`src/rtl/cdbus_csr_core_if.sv`:
```
// CDBUS CSR core bus bundle.
// Carries the host CSR bus (address/read/write/data), the interrupt line and
// sources, the config register image and the RX/TX page-RAM pointer signals.
//   slave  : the CSR core side (drives readdata, irq, cfg, pointers, pulses)
//   master : the host / serial engine / RAM side
`timescale 1ns/1ps
interface cdbus_csr_core_if #(
  parameter int unsigned DATA_W = 8,
  parameter int unsigned ADDR_W = 5,
  parameter int unsigned N_INT  = 7,
  parameter int unsigned N_CFG  = 8,
  parameter int unsigned PTR_W  = 8
);
  logic [ADDR_W-1:0]       csr_address;
  logic                    csr_read;
  logic [DATA_W-1:0]       csr_readdata;
  logic                    csr_write;
  logic [DATA_W-1:0]       csr_writedata;
  logic                    irq;
  logic [N_INT-1:0]        int_level;
  logic [N_INT-1:0]        int_event;
  logic [N_CFG*DATA_W-1:0] cfg;
  logic [7:0]              rx_rd_data;
  logic [PTR_W-1:0]        rx_rd_addr;
  logic                    rx_rd_done;
  logic                    rx_rd_done_all;
  logic [PTR_W-1:0]        tx_wr_addr;
  logic                    tx_wr_en;
  logic                    tx_switch;

  modport slave (
    input  csr_address, csr_read, csr_write, csr_writedata, int_level, int_event, rx_rd_data,
    output csr_readdata, irq, cfg, rx_rd_addr, rx_rd_done, rx_rd_done_all, tx_wr_addr,
           tx_wr_en, tx_switch
  );

  modport master (
    output csr_address, csr_read, csr_write, csr_writedata, int_level, int_event, rx_rd_data,
    input  csr_readdata, irq, cfg, rx_rd_addr, rx_rd_done, rx_rd_done_all, tx_wr_addr,
           tx_wr_en, tx_switch
  );
endinterface

```
`src/rtl/cdbus_csr_core.sv`:
```
// CDBUS CSR and interrupt core.
// Register file (version, interrupt flag/mask, RX/TX page-RAM data and pointers,
// self-clearing control, generic config registers) with registered read data,
// per-bit sticky or level interrupt flags with write-1-to-clear, and a level or
// one-cycle pulse interrupt output.
// Ports:
//   clk   : clock
//   reset : asynchronous active-high reset
//   bus   : cdbus_csr_core_if.slave (CSR bus, irq, cfg, RX/TX pointer and pulses)
`timescale 1ns/1ps
module cdbus_csr_core #(
  parameter int unsigned             DATA_W    = 8,
  parameter int unsigned             ADDR_W    = 5,
  parameter int unsigned             N_INT     = 7,
  parameter logic [N_INT-1:0]        STICKY    = 7'b1111000,
  parameter int unsigned             N_CFG     = 8,
  parameter logic [N_CFG*DATA_W-1:0] CFG_RST   = '0,
  parameter int unsigned             PTR_W     = 8,
  parameter bit                      IRQ_PULSE = 1'b0,
  parameter logic [DATA_W-1:0]       VERSION   = DATA_W'(4)
) (
  input logic               clk,
  input logic               reset,
  cdbus_csr_core_if.slave   bus
);

  localparam logic [ADDR_W-1:0] AddrVersion = ADDR_W'(0);
  localparam logic [ADDR_W-1:0] AddrIntFlag = ADDR_W'(1);
  localparam logic [ADDR_W-1:0] AddrIntMask = ADDR_W'(2);
  localparam logic [ADDR_W-1:0] AddrRxData  = ADDR_W'(3);
  localparam logic [ADDR_W-1:0] AddrTxData  = ADDR_W'(4);
  localparam logic [ADDR_W-1:0] AddrRxAddr  = ADDR_W'(5);
  localparam logic [ADDR_W-1:0] AddrTxAddr  = ADDR_W'(6);
  localparam logic [ADDR_W-1:0] AddrCtrl    = ADDR_W'(7);
  localparam int unsigned       CfgBase     = 8;

  logic [DATA_W-1:0]       rdata_q, rdata_d;
  logic [N_INT-1:0]        sticky_q, sticky_d;
  logic [N_INT-1:0]        mask_q, mask_d;
  logic [N_CFG*DATA_W-1:0] cfg_q, cfg_d;
  logic [PTR_W-1:0]        rx_ptr_q, rx_ptr_d;
  logic [PTR_W-1:0]        tx_ptr_q, tx_ptr_d;
  logic                    irq_or_q, irq_or_d;
  logic                    rx_done_q, rx_done_all_q, tx_switch_q;

  logic [N_INT-1:0]  flag;
  logic [DATA_W-1:0] rd_val;
  logic              wr_flag, wr_mask, wr_tx, wr_rxa, wr_txa, wr_ctrl, rd_rx;
  logic [DATA_W-1:0] wdata;

  assign wdata   = bus.csr_writedata;
  assign wr_flag = bus.csr_write && (bus.csr_address == AddrIntFlag);
  assign wr_mask = bus.csr_write && (bus.csr_address == AddrIntMask);
  assign wr_tx   = bus.csr_write && (bus.csr_address == AddrTxData);
  assign wr_rxa  = bus.csr_write && (bus.csr_address == AddrRxAddr);
  assign wr_txa  = bus.csr_write && (bus.csr_address == AddrTxAddr);
  assign wr_ctrl = bus.csr_write && (bus.csr_address == AddrCtrl);
  assign rd_rx   = bus.csr_read  && (bus.csr_address == AddrRxData);

  // Sticky bits come from the latch, the rest follow the live level input.
  assign flag = (STICKY & sticky_q) | (~STICKY & bus.int_level);

  always_comb begin
    rd_val = '0;
    case (bus.csr_address)
      AddrVersion: rd_val = VERSION;
      AddrIntFlag: rd_val = DATA_W'(flag);
      AddrIntMask: rd_val = DATA_W'(mask_q);
      AddrRxData:  rd_val = DATA_W'(bus.rx_rd_data);
      AddrRxAddr:  rd_val = DATA_W'(rx_ptr_q);
      AddrTxAddr:  rd_val = DATA_W'(tx_ptr_q);
      default: begin
        for (int i = 0; i < int'(N_CFG); i++) begin
          if (bus.csr_address == ADDR_W'(CfgBase + i)) rd_val = cfg_q[i*DATA_W +: DATA_W];
        end
      end
    endcase
  end

  always_comb begin
    rdata_d = bus.csr_read ? rd_val : rdata_q;
    // Set beats W1C when both land in the same cycle.
    sticky_d = ((sticky_q & ~(wr_flag ? wdata[N_INT-1:0] : '0)) | bus.int_event) & STICKY;
    mask_d   = wr_mask ? wdata[N_INT-1:0] : mask_q;
    irq_or_d = |(flag & mask_q);

    cfg_d = cfg_q;
    for (int i = 0; i < int'(N_CFG); i++) begin
      if (bus.csr_write && (bus.csr_address == ADDR_W'(CfgBase + i))) begin
        cfg_d[i*DATA_W +: DATA_W] = wdata;
      end
    end

    // Later assignments win: increment < control clear < explicit pointer write.
    rx_ptr_d = rx_ptr_q;
    if (rd_rx) rx_ptr_d = rx_ptr_q + PTR_W'(1);
    if (wr_ctrl && (|wdata[2:0])) rx_ptr_d = '0;
    if (wr_rxa) rx_ptr_d = wdata[PTR_W-1:0];

    tx_ptr_d = tx_ptr_q;
    if (wr_tx) tx_ptr_d = tx_ptr_q + PTR_W'(1);
    if (wr_ctrl && (|wdata[4:3])) tx_ptr_d = '0;
    if (wr_txa) tx_ptr_d = wdata[PTR_W-1:0];
  end

  always_ff @(posedge clk or posedge reset) begin
    if (reset) begin
      rdata_q       <= '0;
      sticky_q      <= '0;
      mask_q        <= '0;
      cfg_q         <= CFG_RST;
      rx_ptr_q      <= '0;
      tx_ptr_q      <= '0;
      irq_or_q      <= 1'b0;
      rx_done_q     <= 1'b0;
      rx_done_all_q <= 1'b0;
      tx_switch_q   <= 1'b0;
    end else begin
      rdata_q       <= rdata_d;
      sticky_q      <= sticky_d;
      mask_q        <= mask_d;
      cfg_q         <= cfg_d;
      rx_ptr_q      <= rx_ptr_d;
      tx_ptr_q      <= tx_ptr_d;
      irq_or_q      <= irq_or_d;
      rx_done_q     <= wr_ctrl & wdata[1];
      rx_done_all_q <= wr_ctrl & wdata[2];
      tx_switch_q   <= wr_ctrl & wdata[4];
    end
  end

  if (IRQ_PULSE) begin : g_irq_pulse
    logic irq_pulse_q;
    // Fires together with the first cycle the registered OR reads 1.
    always_ff @(posedge clk or posedge reset) begin
      if (reset) irq_pulse_q <= 1'b0;
      else       irq_pulse_q <= irq_or_d & ~irq_or_q;
    end
    assign bus.irq = irq_pulse_q;
  end else begin : g_irq_level
    assign bus.irq = irq_or_q;
  end

  assign bus.csr_readdata   = rdata_q;
  assign bus.cfg            = cfg_q;
  assign bus.rx_rd_addr     = rx_ptr_q;
  assign bus.rx_rd_done     = rx_done_q;
  assign bus.rx_rd_done_all = rx_done_all_q;
  assign bus.tx_wr_addr     = tx_ptr_q;
  assign bus.tx_wr_en       = wr_tx;
  assign bus.tx_switch      = tx_switch_q;

endmodule

```
`src/flat_wrapper.sv`:
```
// flat-port wrapper written by rule: the top's interface ports become plain ports
module cdbus_csr_core_flat 
#(
  parameter int unsigned             DATA_W    = 8,
  parameter int unsigned             ADDR_W    = 5,
  parameter int unsigned             N_INT     = 7,
  parameter logic [N_INT-1:0]        STICKY    = 7'b1111000,
  parameter int unsigned             N_CFG     = 8,
  parameter logic [N_CFG*DATA_W-1:0] CFG_RST   = '0,
  parameter int unsigned             PTR_W     = 8,
  parameter bit                      IRQ_PULSE = 1'b0,
  parameter logic [DATA_W-1:0]       VERSION   = DATA_W'(4)
)
  (clk, reset, bus_csr_address, bus_csr_read, bus_csr_write, bus_csr_writedata, bus_int_level, bus_int_event, bus_rx_rd_data, bus_csr_readdata, bus_irq, bus_cfg, bus_rx_rd_addr, bus_rx_rd_done, bus_rx_rd_done_all, bus_tx_wr_addr, bus_tx_wr_en, bus_tx_switch);
  cdbus_csr_core_if #(.DATA_W(DATA_W), .ADDR_W(ADDR_W), .N_INT(N_INT), .N_CFG(N_CFG), .PTR_W(PTR_W)) bus_i ();
  input logic clk;
  input logic reset;
  input wire logic [$bits(bus_i.csr_address)-1:0] bus_csr_address;
  input wire logic [$bits(bus_i.csr_read)-1:0] bus_csr_read;
  input wire logic [$bits(bus_i.csr_write)-1:0] bus_csr_write;
  input wire logic [$bits(bus_i.csr_writedata)-1:0] bus_csr_writedata;
  input wire logic [$bits(bus_i.int_level)-1:0] bus_int_level;
  input wire logic [$bits(bus_i.int_event)-1:0] bus_int_event;
  input wire logic [$bits(bus_i.rx_rd_data)-1:0] bus_rx_rd_data;
  output wire logic [$bits(bus_i.csr_readdata)-1:0] bus_csr_readdata;
  output wire logic [$bits(bus_i.irq)-1:0] bus_irq;
  output wire logic [$bits(bus_i.cfg)-1:0] bus_cfg;
  output wire logic [$bits(bus_i.rx_rd_addr)-1:0] bus_rx_rd_addr;
  output wire logic [$bits(bus_i.rx_rd_done)-1:0] bus_rx_rd_done;
  output wire logic [$bits(bus_i.rx_rd_done_all)-1:0] bus_rx_rd_done_all;
  output wire logic [$bits(bus_i.tx_wr_addr)-1:0] bus_tx_wr_addr;
  output wire logic [$bits(bus_i.tx_wr_en)-1:0] bus_tx_wr_en;
  output wire logic [$bits(bus_i.tx_switch)-1:0] bus_tx_switch;
  assign bus_i.csr_address = bus_csr_address;
  assign bus_i.csr_read = bus_csr_read;
  assign bus_i.csr_write = bus_csr_write;
  assign bus_i.csr_writedata = bus_csr_writedata;
  assign bus_i.int_level = bus_int_level;
  assign bus_i.int_event = bus_int_event;
  assign bus_i.rx_rd_data = bus_rx_rd_data;
  assign bus_csr_readdata = bus_i.csr_readdata;
  assign bus_irq = bus_i.irq;
  assign bus_cfg = bus_i.cfg;
  assign bus_rx_rd_addr = bus_i.rx_rd_addr;
  assign bus_rx_rd_done = bus_i.rx_rd_done;
  assign bus_rx_rd_done_all = bus_i.rx_rd_done_all;
  assign bus_tx_wr_addr = bus_i.tx_wr_addr;
  assign bus_tx_wr_en = bus_i.tx_wr_en;
  assign bus_tx_switch = bus_i.tx_switch;
  cdbus_csr_core #(.DATA_W(DATA_W), .ADDR_W(ADDR_W), .N_INT(N_INT), .STICKY(STICKY), .N_CFG(N_CFG), .CFG_RST(CFG_RST), .PTR_W(PTR_W), .IRQ_PULSE(IRQ_PULSE), .VERSION(VERSION)) u_core (.clk(clk), .reset(reset), .bus(bus_i));
endmodule
```
`config.mk`:
```
export PLATFORM = sky130hd
export DESIGN_NAME = cdbus_csr_core_flat
export DESIGN_NICKNAME = d
export VERILOG_FILES = /design/src/rtl/cdbus_csr_core_if.sv /design/src/rtl/cdbus_csr_core.sv /design/src/flat_wrapper.sv
export SDC_FILE = /design/constraint.sdc
export NUM_CORES = 1
export LEC_CHECK = 0
export ABC_AREA = 0
export CAP_MARGIN = 20
export CORE_MARGIN = 1.5
export CORE_UTILIZATION = 45
export DETAILED_ROUTE_END_ITERATION = 16
export PLACE_DENSITY = 0.76
export SLEW_MARGIN = 10
export SYNTH_ARGS = -nofsm -noshare
export SYNTH_HDL_FRONTEND = slang
export SYNTH_SLANG_ARGS = --single-unit
export TNS_END_PERCENT = 10
```
`constraint.sdc`:
```
create_clock -name clk -period 2.8 [get_ports clk]
set_input_delay 0.28 -clock clk [delete_from_list [all_inputs] [get_ports clk]]
set_output_delay 0.28 -clock clk [all_outputs]
set_load 0.01 [all_outputs]
```
=== Word-level counts from Yosys, hierarchy flattened ===
Cells that the tools add are included.

* Bits in registers: 103
* Bits of input ports: 39
* Output and inout port bits: 93
* Logic and storage cells: 81

* $add $sub $neg: 2
* Equality and inequality tests: 15
* Mux-type cells: 16
* Bitwise gates (word level): 8
* Reduce and logical (&&, ||, !) cells: 23

{| class="wikitable"
|+ Operator list
! cell !! count
|-
| 8-bit two-way mux || 14
|-
| 8-bit case mux with 6 select lines || 1
|-
| 5-bit by 4-bit == test with 1-bit output (second input constant) || 8
|-
| 5-bit by 3-bit == test with 1-bit output (second input constant) || 4
|-
| 1-bit logical AND || 17
|-
| 8-bit by 1-bit adder with 8-bit output (second input constant) || 2
|-
| 7-bit bitwise AND || 2
|-
| 5-bit by 2-bit == test with 1-bit output (second input constant) || 2
|-
| 7-bit two-way mux || 1
|-
| 7-bit inverter || 1
|-
| 7-bit by 3-bit OR with 7-bit output || 1
|-
| 7-bit OR || 1
|-
| 7-bit OR reduction || 1
|-
| 3-bit nonzero test || 2
|-
| 5-bit by 1-bit == test with 1-bit output (second input constant) || 1
|-
| 5-bit zero test || 1
|-
| 1-bit bitwise AND || 3
|-
| 3-bit OR reduction || 1
|-
| 2-bit OR reduction || 1
|}

=== Longest topological paths before layout ===
* Depth in word-level cells: 10
* Gate-level depth with buffers: 8
* Mapped depth without buffers: 6

=== Worst setup path after synthesis ===
Ideal clock, no wire load.

* Path kind: input -> register
* Start: in bus_csr_address[1]
* End: reg u_core.cfg_q[41] (netlist: u_core.bus.cfg[41])
* Library setup time: 0.125 ns
* Data arrival time: 1.499 ns
* Data required time: 2.675 ns
* Slack: 1.177 ns
* Stages: 6
* Path buffers: 3
* Cells stage by stage: buf_4 buf_2 nand2b_1 buf_2 nor2_2 mux2_2

* Word-level cells in the longest chain between the ends: 2

{| class="wikitable"
|+ RTL lines
! what !! RTL line !! text
|-
| start: declaration || flat_wrapper.sv:18 || <nowiki>input wire logic [$bits(bus_i.csr_address)-1:0] bus_csr_address;</nowiki>
|-
| 5-bit by 4-bit == test with 1-bit output || cdbus_csr_core.sv:89 || <nowiki>if (bus.csr_write && (bus.csr_address == ADDR_W'(CfgBase + i))) begin</nowiki>
|-
| 1-bit logical AND || cdbus_csr_core.sv:89 ||
|-
| end signal: assignment || cdbus_csr_core.sv:122 || <nowiki>cfg_q <= cfg_d;</nowiki>
|-
| end: declaration || cdbus_csr_core.sv:40 || <nowiki>logic [N_CFG*DATA_W-1:0] cfg_q, cfg_d;</nowiki>
|}

No other way between the ends.
A chain may end at the register's enable or synchronous reset.

=== Worst setup path after layout ===
* Start: in bus_csr_address[2]
* End: out bus_tx_wr_en

* Word-level cells in the longest chain between the ends: 2

{| class="wikitable"
|+ RTL lines
! what !! RTL line !! text
|-
| 5-bit by 3-bit == test with 1-bit output || cdbus_csr_core.sv:54 || <nowiki>assign wr_tx = bus.csr_write && (bus.csr_address == AddrTxData);</nowiki>
|-
| 1-bit logical AND || cdbus_csr_core.sv:54 ||
|-
| end: declaration || flat_wrapper.sv:32 || <nowiki>output wire logic [$bits(bus_i.tx_wr_en)-1:0] bus_tx_wr_en;</nowiki>
|}

No other way between the ends.

==> results.txt <==
----------------------------------------------------
[Status]
  Run status ... finished clean

[STA]
  Worst max-slew margin expressed relative to the limit ... 0.500
  Crit share post-route ... 0.858
  Top achievable clock speed ... 416 MHz
  Final setup margin ... 0.396 ns
  Final worst path period need ... 2.40 ns
  Final hold violation count ... 0
  Pins over their slew limit ... 0
  Setup repair after global routing missed its margin ... false
  Final setup fails ... 0
  Slew @ Worst Pin ... 0.745 ns
  TNS Setup ... 0 ns
  Minimum hold slack ... 0.385 ns
  Fin Clk Skew ... 0.00793 ns

[Die]
  Die area ... 12,900 sq um
  Effective utilization at floorplan ... 0.460
  Boundary Pins ... 132
  Floorplan core area ... 12,000 sq um
  Die H ... 114 microns
  Row count ... 40
  Die width ... 114 microns

[Yosys]
  Post-synth EDFFs ... 0
  Fraction of post-synthesis cell area in the top cell type by area ... 0.468
  Proportion of synthesized chip area in sequential cells ... 0.468
  Yosys Warn Count ... 0
  Main combinational cell family by area after synthesis ... multiplexers
  Most used DFF post-synth ... sky130_fd_sc_hd__dfrtp_1
  Post-synthesis sequential element count ... 103
  Synth cell count leaders ... sky130_fd_sc_hd__dfrtp_1 (103), sky130_fd_sc_hd__mux2_2 (71), sky130_fd_sc_hd__nor2_1 (39)
  Simple-gate portion of the synthesized area ... 0.146
  Mean area per synthesized cell ... 10.5 sq um
  Fraction of the mapped netlist area in compound gates ... 0.154
  Most common cell in the synthesized netlist ... sky130_fd_sc_hd__dfrtp_1
  Share of synthesized area spent on multiplexers ... 0.186
  Count of unique library cells instantiated by Yosys ... 63
  Top area cells in the synthesized netlist ... sky130_fd_sc_hd__dfrtp_1 (47%), sky130_fd_sc_hd__mux2_2 (15%), sky130_fd_sc_hd__mux2i_1 (3.5%)
  Post-synthesis async set-or-reset flop share ... 1.00
  Largest area contributor in the netlist ... sky130_fd_sc_hd__dfrtp_1
  Synthesized area ... 5510 sq um
  XOR/XNOR share of the synthesized area ... 0.00795
  Arithmetic-cell share of the synthesized area counting full adders, half adders and majority gates ... 0.00454
  Number of cells produced by synthesis ... 523
  Synth Net Count ... 564

[Critical path]
  Biggest fanout along the worst timing path ... 10
  Critical Path AT ... 2.12 ns
  Kind of critical path ... input port to primary output
  Element type at the critical path end ... primary output
  Req. time, crit path ... 2.52 ns
  Source of the worst register-to-register timing path ... u_core.bus.tx_wr_addr[2]
  CP Launch Point ... bus_csr_address[2]
  CP Launch Type ... input port

[Cells and area]
  Flip-flop and latch area ... 2580 sq um
  Total inserted antenna cells ... 0
  Area growth from synthesis to layout ... 32.0%
  Filler Cells Inserted ... 1,010
  Share of cells above drive strength 1 ... 0.193
  Multi-input logic area ... 2750 sq um
  Final cell utilization of the core ... 0.608
  Post-layout net count ... 689
  Fin area ... 7270 sq um

[Placed design]
  Half-perimeter wire length of the detailed placement result ... 12,600 microns
  Routability congestion estimate ... 0.924
  Area of placed instances ... 6970 sq um
  Number of port buffers ... 124
  Worst setup timing slack at the placement stage ... 0.261 ns

[GRT]
  First-pass GRT wire length ... 27,800 microns
  Via count of the first global-routing pass ... 5,068
  Remaining global-route overflow ... 0
  Pin count of the biggest net entering global routing ... 104
  Antenna violations before repair ... 0
  Overall routing resource usage ... 0.282

[Detailed routing]
  Vias per Instance ... 6.31
  Detailed-router iteration count before antenna repair ... 5
  Number of design rule violations left after detail routing ... 0
  Final routed wire length divided by cell count ... 22.3 microns
  Antenna viol nets, final ... 0
  Routed WL ... 17,800 microns
  Via Count ... 5,048
  Iteration-0 DRC Markers ... 449

[Clocking]
  Number of hold-repair buffers added at the cts stage ... 0
  Total clock buffers created by CTS ... 9
  Post-cts repair resize count ... 0
  Clock Latency Late Sink ... 0.35 ns
  TritonCTS sink count ... 103
  Reg clk slew, reported paths ... 0.08 ns
  Clock tree from TritonCTS ... yes
  Post-CTS setup repair buffer count ... 0
  # H-tree levels ... 3
  Cell at the root of the clock tree ... sky130_fd_sc_hd__clkbuf_16
  Maximum buffer depth of the clock tree ... 2

[Pwr]
  Total power per unit cell area ... 632 nW/um^2
  Worst ir drop on vdd ... 0.421 mV
  Leakage Power ... 3.07 nW

[Worst hold path]
  Worst min-delay path category ... input port to asynchronous set/reset pin

[Flow run]
  Number of max-capacitance violations reported ... 0

----------------------------------------------------
-- report_power, final --
| part | switching, W | internal (W) | leakage, nW |
|---|---|---|---|
| Combinational | 0.000541 | 0.000742 | 1.61 |
| Sequential | 0.000291 | 0.00175 | 1.31 |
| Clock | 0.000621 | 0.000652 | 0.145 |
| Total | 0.00145 | 0.00314 | 3.07 |
-- cell usage in the layout (no fill, tap or decap), types with 3 or more instances in the layout --
master,netlist,routed
sky130_fd_sc_hd__clkdlybuf4s50_1,0,123
sky130_fd_sc_hd__dfrtp_1,103,103
sky130_fd_sc_hd__mux2_2,71,71
sky130_fd_sc_hd__nor2_1,39,39
sky130_fd_sc_hd__nand2_1,33,33
sky130_fd_sc_hd__a21oi_1,27,27
sky130_fd_sc_hd__o21ai_0,22,22
sky130_fd_sc_hd__buf_4,2,21
sky130_fd_sc_hd__mux2i_1,19,19
sky130_fd_sc_hd__o22ai_1,18,18
sky130_fd_sc_hd__nand3_1,16,16
sky130_fd_sc_hd__a22oi_1,14,14
sky130_fd_sc_hd__and3_1,10,10
sky130_fd_sc_hd__a31oi_1,9,9
sky130_fd_sc_hd__clkbuf_16,0,9
sky130_fd_sc_hd__nand2b_1,8,8
sky130_fd_sc_hd__nor2b_1,8,8
sky130_fd_sc_hd__nand4_1,7,7
sky130_fd_sc_hd__a21o_1,6,6
sky130_fd_sc_hd__a211oi_1,6,6
sky130_fd_sc_hd__nor3_1,5,5
sky130_fd_sc_hd__inv_1,6,5
sky130_fd_sc_hd__and3b_1,4,4
sky130_fd_sc_hd__nor2_2,3,3
sky130_fd_sc_hd__xnor2_1,3,3
sky130_fd_sc_hd__o22a_1,3,3
sky130_fd_sc_hd__and4_1,3,3
sky130_fd_sc_hd__o21a_1,3,3
sky130_fd_sc_hd__a32oi_1,3,3
sky130_fd_sc_hd__a221oi_1,3,3
sky130_fd_sc_hd__mux2_1,3,3
sky130_fd_sc_hd__inv_6,0,3
-- registers in the layout, summed over array words and instances (netlist names) --
register and count:
u_core.bus.tx_switch 1, u_core.mask_q 7, u_core.bus.tx_wr_addr 8, u_core.sticky_q 4, u_core.bus.csr_readdata 8, u_core.bus.rx_rd_done_all 1, u_core.bus.rx_rd_addr 8, u_core.bus.cfg 64
u_core.bus.irq 1, u_core.bus.rx_rd_done 1
-- path summary, 6_finish.rpt --
kind	depth (start not counted)	to	slack, ns
min in group clk	2	u_core.sticky_q[3]	0.50
min reg2reg	1	u_core.sticky_q[3]	0.53
max reg2reg	5	u_core.bus.tx_wr_addr[7]	1.10
max	4	bus_tx_wr_en	0.40
max in group asynchronous	3	u_core.bus.cfg[29]	1.88
min	3	u_core.bus.cfg[25]	0.38
-- metal layers --
layer	wire length, microns	track usage	vias up	share of wire
met5	0	0	-	0
met4	562	0.116	0	0.031
met3	1500	0.0515	46	0.084
met2	8250	0.445	271	0.46
met1	7540	0.387	2530	0.42
li1	-	-	2201	-
-- worst max-delay path: stages --
cell	delay [ns]
sky130_fd_sc_hd__clkdlybuf4s50_1	0.77
sky130_fd_sc_hd__nand4bb_1	0.26
sky130_fd_sc_hd__nor3_4	0.24
sky130_fd_sc_hd__clkdlybuf4s50_1	0.58
-- through the flow --
step | total power (W) | instances
after global routing | 0.00480 | 800
after floorplan | 0.00257 | 523
after global placement | 0.00330 | 784
after CTS | 0.00460 | 800
after detailed placement | 0.00333 | 784
final | 0.00459 | 800
-- layout make-up --
type | instances | area share
Timing Repair Buffer | 147 | 0.197
Inverter | 7 | 0.00413
Tap cell | 147 | 0.0253
Multi-Input combinational cell | 380 | 0.378
Sequential cell | 103 | 0.354
Clock inverter | 6 | 0.00843
Clock buffer | 10 | 0.0329
-- cell families (layout without fill, tap and decap cells) --
family                     count (synthesis)  after routing
AOI/OAI and AO/OA                        129            129
xor gates and xnor gates                   5              5
adders and majority gates                  2              2
buffers and inverters                     40            170
DFF                                      103            103
muxes                                     93             93
and+or+nand+nor                          151            151
No activity file was read; power rests on OpenSTA's default activity.
==> patch: new RTL, config.mk and constraints unchanged <==
`STICKY` is set to 7'b1111000 in 2 places; all go to 7'b1000000.
--- a/src/rtl/cdbus_csr_core.sv
+++ b/src/rtl/cdbus_csr_core.sv
@@ -13,5 +13,5 @@
   parameter int unsigned             ADDR_W    = 5,
   parameter int unsigned             N_INT     = 7,
-  parameter logic [N_INT-1:0]        STICKY    = 7'b1111000,
+  parameter logic [N_INT-1:0]        STICKY    = 7'b1000000,
   parameter int unsigned             N_CFG     = 8,
   parameter logic [N_CFG*DATA_W-1:0] CFG_RST   = '0,
--- a/src/flat_wrapper.sv
+++ b/src/flat_wrapper.sv
@@ -5,5 +5,5 @@
   parameter int unsigned             ADDR_W    = 5,
   parameter int unsigned             N_INT     = 7,
-  parameter logic [N_INT-1:0]        STICKY    = 7'b1111000,
+  parameter logic [N_INT-1:0]        STICKY    = 7'b1000000,
   parameter int unsigned             N_CFG     = 8,
   parameter logic [N_CFG*DATA_W-1:0] CFG_RST   = '0,
Function: changed (Yosys sat finds a counterexample within 4 cycles, from zero or initial values and one cycle with reset high).
==> patch against the unedited design <==
Power decreased by 1.5%; design area decreased by 3.1%; via count decreased by 9.1%; critical path type unchanged; non-clock buffer count increased by 10; area after synthesis decreased by 5.4%; worst setup slack improved by 0.0088 ns; sequential power decreased by 4%; sequential cell count decreased by 3; routed wire length decreased by 6.0%; maximum frequency increased by 0.37%; cell count decreased by 6.0%; utilization increased by 1.2 points.
==> patch: results <==
group,metric,value,unit
grt,grt_max_degree,44,
synthesis,yosys-top-cells-count,"dfrtp_1 (100), mux2_2 (75), a21oi_1 (39)",
final_layout,fill_cells,930,
place,dpl.cell_count,736,
timing,hold_slack,0.359,ns
synthesis,yosysSeqAreaShare,0.480,
synthesis,postSynthCellCount,467,
critical_path,timing.rr.end,"u_core.bus.csr_readdata[0]",
routing,wl_met3,1360,um
final_layout,multi_input_gates,330,
synthesis,syn-num-nets,508,
grt,grt_pass1_wl,26100,um
routing,viasPerCell,6.10,
synthesis,synth-xor-area-share,0.00168,
critical_path,rr_startpoint,"u_core.bus.cfg[0]",
final_layout,nNetsFinal,645,
routing,wl_met1,7100,um
place,place.gp.congestion,0.915,
final_layout,buffer_area_frac,0.213,
place,dp_hpwl,12200,um
synthesis,synth_compound_area_frac,0.148,
grt,grtUsageMet3,0.0488,
timing,finalClockSkew,0.0104,ns
routing,drt-total-wl,16800,um
final_layout,seq_cell_count,100,
synthesis,synth_fa_ha_area_frac,0.00480,
final_layout,multi_input_area_share,0.359,
routing,wl_per_cell,22.3,um
status,outcome,"finished, final reports clean",
final_layout,nNonClkBuffers,157,
grt,gr-usage-met2,0.439,
critical_path,critical_path.max_fanout,10,
power,clkPwrFrac,0.285,
power,power.leakage,2.98,nW
final_layout,drive_gt1_frac,0.238,
grt,grt_pass1_vias,4533,
final_layout,sh_seq_area,0.355,
power,pwr-share-comb,0.282,
routing,dr_wl_met2,7890,um
final_layout,diodes,0,
routing,first_iter_violations,311,
synthesis,synth.area.top_cells,"dfrtp_1 (48%), mux2_2 (16%), a21oi_1 (3.7%), mux4_2 (3.5%), nor2_1 (2.5%)",
grt,grtUsageMet1,0.381,
place,dpl_worst_slack,0.211,ns
routing,first_pass_iters,7,
final_layout,clock_area_frac,0.0433,
critical_path,worst_r2r_path_depth,5,
critical_path,ff2ff_setup_slack,1.03,ns
power,p_sw_frac,0.304,
final_layout,design_area,7050,um^2
critical_path,setup.worst_path.start,"bus_csr_address[0]",
place,place_area,6740,um^2
final_layout,inv_count,6,
grt,grt_use_total,0.275,
## patch: cell types whose count changed after synthesis, moves of 6 or more
cell / unedited run / this run
a211oi_1: 6 / 0
a21oi_1: 27 / 39
a22oi_1: 14 / 6
and3_1: 10 / 4
mux2i_1: 19 / 8
mux4_2: 0 / 8
nand2_1: 33 / 21
nand3_1: 16 / 7
o22ai_1: 18 / 3
## patch: how the worst max path moves through the flow
stage                                     endpoint  slack [ns]  cells past startpoint
after floorplan                 u_core.bus.cfg[49]        1.10                      6
after global placement    u_core.bus.rx_rd_addr[3]        0.19                      7
after detailed placement  u_core.bus.rx_rd_addr[3]        0.21                      7
after CTS                             bus_tx_wr_en        0.42                      4
after global routing                  bus_tx_wr_en        0.34                      4
final                                 bus_tx_wr_en        0.41                      4
## patch: worst max-delay path: stages
cell             delay (ns)
clkdlybuf4s50_1        0.69
buf_4                  0.30
nor3_1                 0.25
clkdlybuf4s50_1        0.59
